## src/rtl/spi_tx_arbiter_if.sv

```systemverilog
// Bus bundle between the SPI transmit requesters, the arbiter and the spi_slave write port.
// master = requesters/spi_slave side, slave = arbiter side.
interface spi_tx_arbiter_if #(
  parameter int NUM_REQ = 3,
  parameter int DATA_W  = 24
);
  logic [NUM_REQ-1:0]        req_valid;
  logic [NUM_REQ*DATA_W-1:0] req_data;
  logic [NUM_REQ-1:0]        req_last;
  logic [NUM_REQ-1:0]        req_ready;
  logic                      wr_buffer_free;
  logic                      wr_en;
  logic [DATA_W-1:0]         wr_data;
  logic                      grant_valid;
  logic [2:0]                grant_idx;
  logic                      timeout_err;

  modport master (
    output req_valid, req_data, req_last, wr_buffer_free,
    input  req_ready, wr_en, wr_data, grant_valid, grant_idx, timeout_err
  );

  modport slave (
    input  req_valid, req_data, req_last, wr_buffer_free,
    output req_ready, wr_en, wr_data, grant_valid, grant_idx, timeout_err
  );
endinterface

```

## src/rtl/spi_tx_arbiter.sv

```systemverilog
// Round-robin, burst-locking arbiter sharing the spi_slave write path among NUM_REQ requesters.
// Optional stall timeout on a granted burst: define SPI_TX_ARB_TIMEOUT_EN.
module spi_tx_arbiter #(
  parameter int NUM_REQ        = 3,
  parameter int DATA_W         = 24,
  parameter int TIMEOUT_CYCLES = 1024
) (
  input  logic              clk,
  input  logic              reset_n,
  spi_tx_arbiter_if.slave   bus
);

  typedef enum logic [1:0] {IDLE, BURST, HOLD} state_e;

  state_e              state_q;
  logic [2:0]          grant_idx_q;
  logic [2:0]          last_grant_q;
  logic                grant_valid_q;
  logic                wr_en_q;
  logic [DATA_W-1:0]   wr_data_q;
  logic                burst_done_q;

  logic [2:0]          grant_idx_d;
  logic                any_valid;
  int                  rr_dist;
  int                  rr_best;
  logic [NUM_REQ-1:0]  g_onehot;
  logic                g_valid;
  logic                g_last;
  logic [DATA_W-1:0]   g_data;
  logic                accept;

  if (NUM_REQ < 2 || NUM_REQ > 8 || TIMEOUT_CYCLES < 1) begin : g_param_check
    $error("spi_tx_arbiter: NUM_REQ must be 2..8 and TIMEOUT_CYCLES >= 1");
  end

  // Round-robin pick: smallest distance above last_grant_q among valid requesters.
  always_comb begin
    // NOTE: every always_comb output gets a default first so no latch is inferred.
    grant_idx_d = '0;
    any_valid   = 1'b0;
    rr_best     = NUM_REQ;
    rr_dist     = 0;
    for (int i = 0; i < NUM_REQ; i++) begin
      rr_dist = i - int'(last_grant_q) - 1;
      if (rr_dist < 0) rr_dist = rr_dist + NUM_REQ;
      if (|(bus.req_valid & (NUM_REQ'(1) << i)) && rr_dist < rr_best) begin
        rr_best     = rr_dist;
        grant_idx_d = 3'(i);
        any_valid   = 1'b1;
      end
    end
  end

  assign g_onehot = NUM_REQ'(1) << grant_idx_q;
  assign g_valid  = |(bus.req_valid & g_onehot);
  assign g_last   = |(bus.req_last & g_onehot);
  assign g_data   = DATA_W'(bus.req_data >> (DATA_W * int'(grant_idx_q)));

  // NOTE: reset_n gates the combinational ready so a requester never sees a word
  // accepted on the edge that is actually resetting the arbiter.
  assign accept        = reset_n && (state_q == BURST) && g_valid && bus.wr_buffer_free;
  assign bus.req_ready = accept ? g_onehot : '0;

  assign bus.wr_en       = wr_en_q;
  assign bus.wr_data     = wr_data_q;
  assign bus.grant_valid = grant_valid_q;
  assign bus.grant_idx   = grant_idx_q;

`ifdef SPI_TX_ARB_TIMEOUT_EN
  localparam int CNT_W = $clog2(TIMEOUT_CYCLES + 1);

  logic [CNT_W-1:0] stall_cnt_q;
  logic             timeout_err_q;
  logic             stall;
  logic             stall_expire;

  // Stall only while the granted requester is silent and the slave could take a word.
  assign stall         = (state_q == BURST) && !g_valid && bus.wr_buffer_free;
  assign stall_expire  = stall && (stall_cnt_q == CNT_W'(TIMEOUT_CYCLES - 1));
  assign bus.timeout_err = timeout_err_q;
`else
  assign bus.timeout_err = 1'b0;
`endif

  // NOTE: sequential state uses non-blocking assignments only.
  always_ff @(posedge clk) begin
    if (!reset_n) begin
      state_q       <= IDLE;
      grant_idx_q   <= '0;
      last_grant_q  <= 3'(NUM_REQ - 1);
      grant_valid_q <= 1'b0;
      wr_en_q       <= 1'b0;
      wr_data_q     <= '0;
      burst_done_q  <= 1'b0;
`ifdef SPI_TX_ARB_TIMEOUT_EN
      stall_cnt_q   <= '0;
      timeout_err_q <= 1'b0;
`endif
    end else begin
      wr_en_q <= 1'b0;
`ifdef SPI_TX_ARB_TIMEOUT_EN
      timeout_err_q <= 1'b0;
`endif
      unique case (state_q)
        IDLE: begin
          if (any_valid) begin
            grant_idx_q   <= grant_idx_d;
            grant_valid_q <= 1'b1;
            state_q       <= BURST;
`ifdef SPI_TX_ARB_TIMEOUT_EN
            stall_cnt_q   <= '0;
`endif
          end
        end
        BURST: begin
          if (accept) begin
            wr_en_q      <= 1'b1;
            wr_data_q    <= g_data;
            burst_done_q <= g_last;
            state_q      <= HOLD;
`ifdef SPI_TX_ARB_TIMEOUT_EN
            stall_cnt_q  <= '0;
          end else if (stall_expire) begin
            timeout_err_q <= 1'b1;
            last_grant_q  <= grant_idx_q;
            grant_valid_q <= 1'b0;
            state_q       <= IDLE;
          end else if (stall) begin
            stall_cnt_q <= stall_cnt_q + CNT_W'(1);
`endif
          end
        end
        HOLD: begin
          // Covers the spi_slave latency on wr_buffer_free, so it is not looked at here.
          if (burst_done_q) begin
            last_grant_q  <= grant_idx_q;
            grant_valid_q <= 1'b0;
            state_q       <= IDLE;
          end else begin
            state_q <= BURST;
`ifdef SPI_TX_ARB_TIMEOUT_EN
            stall_cnt_q <= '0;
`endif
          end
        end
        default: state_q <= IDLE;
      endcase
    end
  end

endmodule

```

## src/flat_wrapper.sv

```systemverilog
// flat-port wrapper written by rule: the top's interface ports become plain ports
module spi_tx_arbiter_flat 
#(
  parameter int NUM_REQ        = 3,
  parameter int DATA_W         = 24,
  parameter int TIMEOUT_CYCLES = 1024
)
  (clk, reset_n, bus_req_valid, bus_req_data, bus_req_last, bus_wr_buffer_free, bus_req_ready, bus_wr_en, bus_wr_data, bus_grant_valid, bus_grant_idx, bus_timeout_err);
  spi_tx_arbiter_if #(.NUM_REQ(NUM_REQ), .DATA_W(DATA_W)) bus_i ();
  input  logic clk;
  input  logic reset_n;
  input wire logic [$bits(bus_i.req_valid)-1:0] bus_req_valid;
  input wire logic [$bits(bus_i.req_data)-1:0] bus_req_data;
  input wire logic [$bits(bus_i.req_last)-1:0] bus_req_last;
  input wire logic [$bits(bus_i.wr_buffer_free)-1:0] bus_wr_buffer_free;
  output wire logic [$bits(bus_i.req_ready)-1:0] bus_req_ready;
  output wire logic [$bits(bus_i.wr_en)-1:0] bus_wr_en;
  output wire logic [$bits(bus_i.wr_data)-1:0] bus_wr_data;
  output wire logic [$bits(bus_i.grant_valid)-1:0] bus_grant_valid;
  output wire logic [$bits(bus_i.grant_idx)-1:0] bus_grant_idx;
  output wire logic [$bits(bus_i.timeout_err)-1:0] bus_timeout_err;
  assign bus_i.req_valid = bus_req_valid;
  assign bus_i.req_data = bus_req_data;
  assign bus_i.req_last = bus_req_last;
  assign bus_i.wr_buffer_free = bus_wr_buffer_free;
  assign bus_req_ready = bus_i.req_ready;
  assign bus_wr_en = bus_i.wr_en;
  assign bus_wr_data = bus_i.wr_data;
  assign bus_grant_valid = bus_i.grant_valid;
  assign bus_grant_idx = bus_i.grant_idx;
  assign bus_timeout_err = bus_i.timeout_err;
  spi_tx_arbiter #(.NUM_REQ(NUM_REQ), .DATA_W(DATA_W), .TIMEOUT_CYCLES(TIMEOUT_CYCLES)) u_core (.clk(clk), .reset_n(reset_n), .bus(bus_i));
endmodule
```

## config.mk

```make
export PLATFORM = sky130hd
export DESIGN_NAME = spi_tx_arbiter_flat
export DESIGN_NICKNAME = d
export VERILOG_FILES = /design/src/rtl/spi_tx_arbiter_if.sv /design/src/rtl/spi_tx_arbiter.sv /design/src/flat_wrapper.sv
export SDC_FILE = /design/constraint.sdc
export NUM_CORES = 1
export LEC_CHECK = 0
export ABC_CLOCK_PERIOD_IN_PS = 11500
export CORE_MARGIN = 10
export CORE_UTILIZATION = 45
export CTS_CLUSTER_SIZE = 25
export DETAILED_ROUTE_END_ITERATION = 12
export PLACE_DENSITY = 0.89
export SLEW_MARGIN = 10
export SYNTH_ARGS = -nofsm -noshare
export SYNTH_HDL_FRONTEND = slang
export SYNTH_SLANG_ARGS = --single-unit
```

## constraint.sdc

```tcl
create_clock -name clk -period 11.5 [get_ports clk]
set_clock_uncertainty 0.1 [all_clocks]
set_input_delay 1.15 -clock clk [delete_from_list [all_inputs] [get_ports clk]]
set_output_delay 1.15 -clock clk [all_outputs]
set_load 0.05 [all_outputs]
```

==> impl_metrics.yaml <==
layout:
  design_area_um2: 4490
  multiInputGateArea_um2: 2410
  final_common_cell: "clkdlybuf4s50_1"
  antennaDiodeCount: 0
  final_cell_mix: "clkdlybuf4s50_1, nor2_1, ha_1"
  ff_latch_area_um2: 662
  instances_no_fill: 597
  syn2layout_area_growth_pct: 39.7
  drive_gt1_share_pct: 3.99
  num-nets-final: 646
  n_fill_cell: 580
sta:
  setup_viol: 0
  drv_slew: 0
  timing.setup.tns_ps: 0
  hold_violations: 0
  finalCriticalPeriod_ps: 6310
  tightest_slew_ps: 756
  fmax_ghz: 0.158
  fin_crit_sh_pct: 54.9
  slew_headroom_pct: 49.6
  rsz0062_at_grt: "no"
cts:
  clock_path_buffers: 2
  cts_tree: "done"
  hold_buffers: 0
  clock-root-buffer: "clkbuf_8"
  clock-sinks: 33
  cts_resized: 0
  path_clk_slew_ps: 70
  ctsHtreeMaxLevel: 2
  cts_setup_buffers: 0
  cts_buffers: 5
  insertion_delay_ps: 280
synthesis:
  netlist_area_um2: 3210
  yosysSeqAreaShare_pct: 20.6
  ys_ff_latch: 33
  synth_top_flop_cell: "dfxtp_1"
  ys_warn_count: 0
  synthArstFlopShare_pct: 0
  yosysUniqueCellTypes: 46
  syn_inst: 399
  synth.avg_cell_area_um2: 8.06
  synth-edff-count: 0
pwr:
  p_clk_share_pct: 24.3
  swShare_pct: 35.1
  peakVddDrop_mv: 0.0555
  p_seq_share_pct: 36.3
  net-switching-power_w: 0.000122
  power.share.combinational_pct: 39.4
  power.density_nw_per_um2: 77.0
  leakagePower_nw: 1.86
  p_int_w: 0.000224
critical_path:
  crit_slowest_cell: "clkdlybuf4s50_1"
  cpPeakStageDelay_ps: 670
  critPathMaxFanout: 15
  crit_path_frequent_cell: "ha_1"
  critPathArrivalTime_ps: 6370
  crit-reg2reg-launch: "u_core.last_grant_q[0]"
  worstReg2RegEnd: "u_core.bus.grant_idx[0]"
  worstSetupPathType: "primary input to register"
  cp-end-kind: "register"
  crit_path_start_kind: "primary input"
  reg2regPathDepth: 19
  worstPathCellList: "clkdlybuf4s50_1 > nand2_1 > ha_1 > a2111oi_2 > nor3_1 > or4_4 > o21ai_4 > nor2_1 > a21oi_2 > ha_1 > and3_1 > a221o_1 > a21oi_1 > o2111a_1 > o2111ai_1 > a22o_1 > o311a_1"
  worstPathRequired_ps: 11560
  r2r_slack_ps: 5610
global_routing:
  overflow: 0
  antenna_found_initial: 0
  grt_util_met2_pct: 33.4
  grt_pass1_vias: 3455
  grt_pass1_wl_mm: 16.2
  grt_max_degree: 55
  use_met1_pct: 16.9
  track_usage_pct: 17.7
  grt_util_met3_pct: 7.00
  grt_busiest_layer: "met2"
placement:
  place_congestion: 0.897
  dpl.hpwl_mm: 8.24
  place_inst: 589
  placed_area_um2: 4400
  io_buffers: 111
status:
  status: "finished clean"
die:
  core.rowCount: 30
  ios: 114
  die_w_um: 105
  fp.dieH_um: 105
  start_util_pct: 46.8
  die_area_um2: 10900
  core_area_um2: 6870
routing:
  drtIter0Drc: 97
  wl_per_cell_um: 16.8
  wl_mm: 10.0
  dr.pass1.iters: 4
  vias: 3274
  ant_nets: 0
  routed_via_density: 5.48
  route.detailed.drc: 0
worst_hold_path:
  hold_path_depth: 2
  min_to: "u_core.bus.wr_data[19]"
  worstHoldStart: "u_core.bus.wr_data[19]"
  hp-class: "register to register"
flow_run:
  maxCapViolations: 0
[worst max-delay path by stage]
| stage | from | end | cells after the start | slack, ps |
|---|---|---|---|---|
| 3_5_place_dp | bus_req_valid[0] | u_core.bus.grant_idx[0] | 17 | 4570 |
| 5_1_grt | bus_req_valid[0] | u_core.bus.grant_idx[0] | 17 | 4890 |
| 2_1_floorplan | bus_req_valid[0] | u_core.bus.grant_idx[0] | 18 | 5540 |
| 3_3_place_gp | bus_req_valid[0] | u_core.bus.grant_idx[0] | 17 | 4830 |
| 6_report | bus_req_valid[0] | u_core.bus.grant_idx[0] | 17 | 5190 |
| 4_1_cts | bus_req_valid[0] | u_core.bus.grant_idx[0] | 17 | 4850 |
[cell usage after synthesis, drive strengths merged (3+ instances only)]
| cell | instances | area share (%) |
|---|---|---|
| nor2 | 64 | 7.5 |
| ha | 62 | 24 |
| a21oi | 47 | 7.3 |
| dfxtp | 33 | 21 |
| a211oi | 29 | 6.8 |
| mux2i | 27 | 8.4 |
| inv | 19 | 2.2 |
| clkbuf | 17 | 2.0 |
| nand2 | 15 | 1.8 |
| nand2b | 13 | 2.5 |
| o21ai | 13 | 2.4 |
| nor3 | 7 | 1.1 |
| nand3 | 6 | 0.93 |
| buf | 5 | 0.90 |
| a21boi | 3 | 0.70 |
| and2 | 3 | 0.58 |
| fa | 3 | 1.9 |
| o21a | 3 | 0.70 |
[critical path, delay by kind of cell]
| family | cells | cell delay [ps] |
|---|---|---|
| AO/OA/AOI/OAI | 9 | 2620 |
| AND/OR/NAND/NOR | 5 | 1190 |
| buffers and inverters | 1 | 670 |
| adder cells (fa/ha/maj) | 2 | 750 |
[kinds of logic (layout without fill, tap and decap cells)]
group | Yosys count | in the layout | synth area share [%]
simple gates | 121 | 121 | 17.4
mux | 27 | 27 | 8.41
fa+ha+maj | 65 | 65 | 26.0
buf+inv | 41 | 142 | 5.10
flops | 33 | 33 | 20.6
other cells | 1 | 2 | 0.117
compound gates | 111 | 111 | 22.4
[registers in the layout, indices dropped and copies added, names as in the netlist]
register,count
u_core.bus.wr_data,24
u_core.bus.grant_idx,2
u_core.last_grant_q,2
u_core.state_q,2
u_core.burst_done_q,1
u_core.bus.grant_valid,1
u_core.bus.wr_en,1
[metrics by stage]
stage / total power, W / utilization [%] / hold WS (ps) / setup slack [ps]
final: 0.000346 / 65.4 / 394 / 5190
after global routing: 0.000367 / 65.4 / 423 / 4890
after CTS: 0.000348 / 65.3 / 402 / 4850
after detailed placement: 0.000264 / 64.0 / 392 / 4570
after global placement: 0.000260 / 64.0 / 386 / 4830
after floorplan: 0.000210 / - / 391 / 5540
[metal layers]
metal  part of all wire, %  wire length [um]
met4                   2.5               248
met2                    52              5220
met3                   7.8               776
met5                     0                 0
met1                    38              3760
[power by group through the flow]
| stage | Clock, W | Sequential, W | Combinational, W |
|---|---|---|---|
| after global routing | 0.0000930 | 0.000126 | 0.000147 |
| after global placement | 0 | 0.000128 | 0.000132 |
| final | 0.0000840 | 0.000126 | 0.000136 |
| after detailed placement | 0 | 0.000128 | 0.000136 |
| after floorplan | 0 | 0.000148 | 0.0000618 |
| after CTS | 0.0000861 | 0.000125 | 0.000136 |
[layout make-up]
class	instances	area share (%)
inverter	19	1.59
clock inverter	3	0.390
sequential	33	14.7
timing repair buffer	115	25.4
clock buffer	5	1.53
multi-input combinational	326	53.7
tap	96	2.68
Power figures use the tool's default switching activity.
==> RTL change, RTL diff (config.mk and constraints unchanged) <==
`DATA_W` is set to 24 in 3 places; all go to 36.
--- a/src/rtl/spi_tx_arbiter_if.sv
+++ b/src/rtl/spi_tx_arbiter_if.sv
@@ -2,7 +2,7 @@
 // master = requesters/spi_slave side, slave = arbiter side.
 interface spi_tx_arbiter_if #(
   parameter int NUM_REQ = 3,
-  parameter int DATA_W  = 24
+  parameter int DATA_W  = 36
 );
   logic [NUM_REQ-1:0]        req_valid;
   logic [NUM_REQ*DATA_W-1:0] req_data;
--- a/src/rtl/spi_tx_arbiter.sv
+++ b/src/rtl/spi_tx_arbiter.sv
@@ -2,7 +2,7 @@
 // Optional stall timeout on a granted burst: define SPI_TX_ARB_TIMEOUT_EN.
 module spi_tx_arbiter #(
   parameter int NUM_REQ        = 3,
-  parameter int DATA_W         = 24,
+  parameter int DATA_W         = 36,
   parameter int TIMEOUT_CYCLES = 1024
 ) (
   input  logic              clk,
--- a/src/flat_wrapper.sv
+++ b/src/flat_wrapper.sv
@@ -2,7 +2,7 @@
 module spi_tx_arbiter_flat 
 #(
   parameter int NUM_REQ        = 3,
-  parameter int DATA_W         = 24,
+  parameter int DATA_W         = 36,
   parameter int TIMEOUT_CYCLES = 1024
 )
   (clk, reset_n, bus_req_valid, bus_req_data, bus_req_last, bus_wr_buffer_free, bus_req_ready, bus_wr_en, bus_wr_data, bus_grant_valid, bus_grant_idx, bus_timeout_err);
Ports: changed (resized bus_req_data and bus_wr_data); port bits go from 114 to 162. No check against the original RTL was run, so the function may have changed too.
==> RTL change against the original RTL <==
- hold slack improved by 0.012 ns
- cell area rose by 26%
- clock power rose by 21%
- sequential cell count rose by 12
- power rose by 23%
- synthesized area rose by 22%
- routed wire length rose by 33%
- first-iteration DRC count rose by 110%
- worst setup slack improved by 0.40 ns
- largest cell class unchanged
- highest routed layer unchanged
==> RTL change: results <==
power_and_ir_drop:
  power_leakage_nw: 2.61
  powerClk_mw: 0.102
  power_per_cell_area_nw_per_um2: 75.4
  ir_drop_uv: 48.7
  power_switching_mw: 0.146
  pwr-share-seq_pct: 39.6
worst_setup_path:
  crit_start: "bus_req_valid[0]"
  r2r_slack_ns: 6.01
  path_max_fanout: 15
  crit_end: "u_core.bus.grant_idx[1]"
  cp_slowest_cell: "clkdlybuf4s50_1"
  arrival_ns: 6.00
  slowest_delay_ns: 0.66
  r2r_start: "u_core.last_grant_q[0]"
detailed_routing:
  route.met3.wl_mm: 1.28
  post_drt_wl_per_cell_um: 18.8
  route.met2.wl_mm: 6.61
  firstDrtPassIters: 5
  drt_iter0_markers: 207
  vias: 4000
  wl_met1_mm: 5.20
  drt_wl_total_mm: 13.3
placement:
  numPortBuffers: 159
  pre_cts_ws_ns: 4.89
  dp_hpwl_mm: 10.6
  dpl_cell_area_um2: 5560
  dpl.cell_count: 697
  place_congestion: 0.897
status:
  status: "finished, final reports clean"
layout:
  fin_nets: 778
  largest_register_ffs: 36
  drive_gt1_share_pct: 4.19
  fillers: 668
clock_tree:
  clkTransAtPathRegs_ns: 0.10
  cts_inserted_buffers: 5
  clkLatencyLatePin_ns: 0.30
synthesis:
  synth_cell_types: 49
  yosysMostFrequentCell: "nand2_1"
  yosys-top-cells-area: "dfxtp_1, ha_1, mux2i_1"
  synth_common_cells: "nand2_1, ha_1, dfxtp_1"
  synthMuxAreaShare_pct: 9.72
  synth-compound-area-share_pct: 25.5
  synthAdderAreaFrac_pct: 21.3
  yosysSeqAreaShare_pct: 22.9
  syn_avg_cell_area_um2: 8.63
sta:
  hold_slack_ns: 0.407
  fin_ws_ns: 5.59
  slew_headroom_pct: 49.5
grt:
  grt_util_met1_pct: 21.6
  grt.total_usage_pct: 19.5
  grt_pass1_vias: 4149
  grt_pass1_wl_mm: 20.9
  grt_max_degree: 78
  met2_usage_pct: 34.1
  met3_usage_pct: 7.66
min_path:
  whs_endpoint: "u_core.bus.wr_data[15]"
  hold_path_depth: 1
  hold_start: "u_core.bus.wr_data[15]"
==> RTL change: changes by cell type after synthesis, sizes merged, moves of 6 or more <==
cell and delta:
nand2 +48, o211ai +34, a211oi -26, buf +6, o211a +34, o21ai +6
nor2 -49, mux2i +10, a21oi -24, dfxtp +12
==> RTL change: worst reg2reg max path, stage by stage (launching register included) <==
cell and delay, ns:
dfxtp_1 0.57, inv_1 0.18, ha_1 0.28, ha_1 0.29, inv_1 0.05, ha_1 0.19
or4_4 0.53, o21ai_2 0.15, a21oi_1 0.09, nor2b_2 0.44, nor2_1 0.16, a21oi_2 0.60
ha_1 0.38, a21oi_1 0.13, o21ai_0 0.10, a221oi_1 0.35, and3_1 0.25, o32ai_1 0.09
a31oi_2 0.29, o22ai_1 0.15
==> RTL change: final cells by class <==
cell class	count	area, um^2	area share [%]
multi-input combinational	364	2840	50.2
sequential	45	902	16.0
inverter	16	60.1	1.06
clock inverter	3	21.3	0.376
timing repair buffer	164	1630	28.8
clock buffer	5	68.8	1.22
tap	108	135	2.39
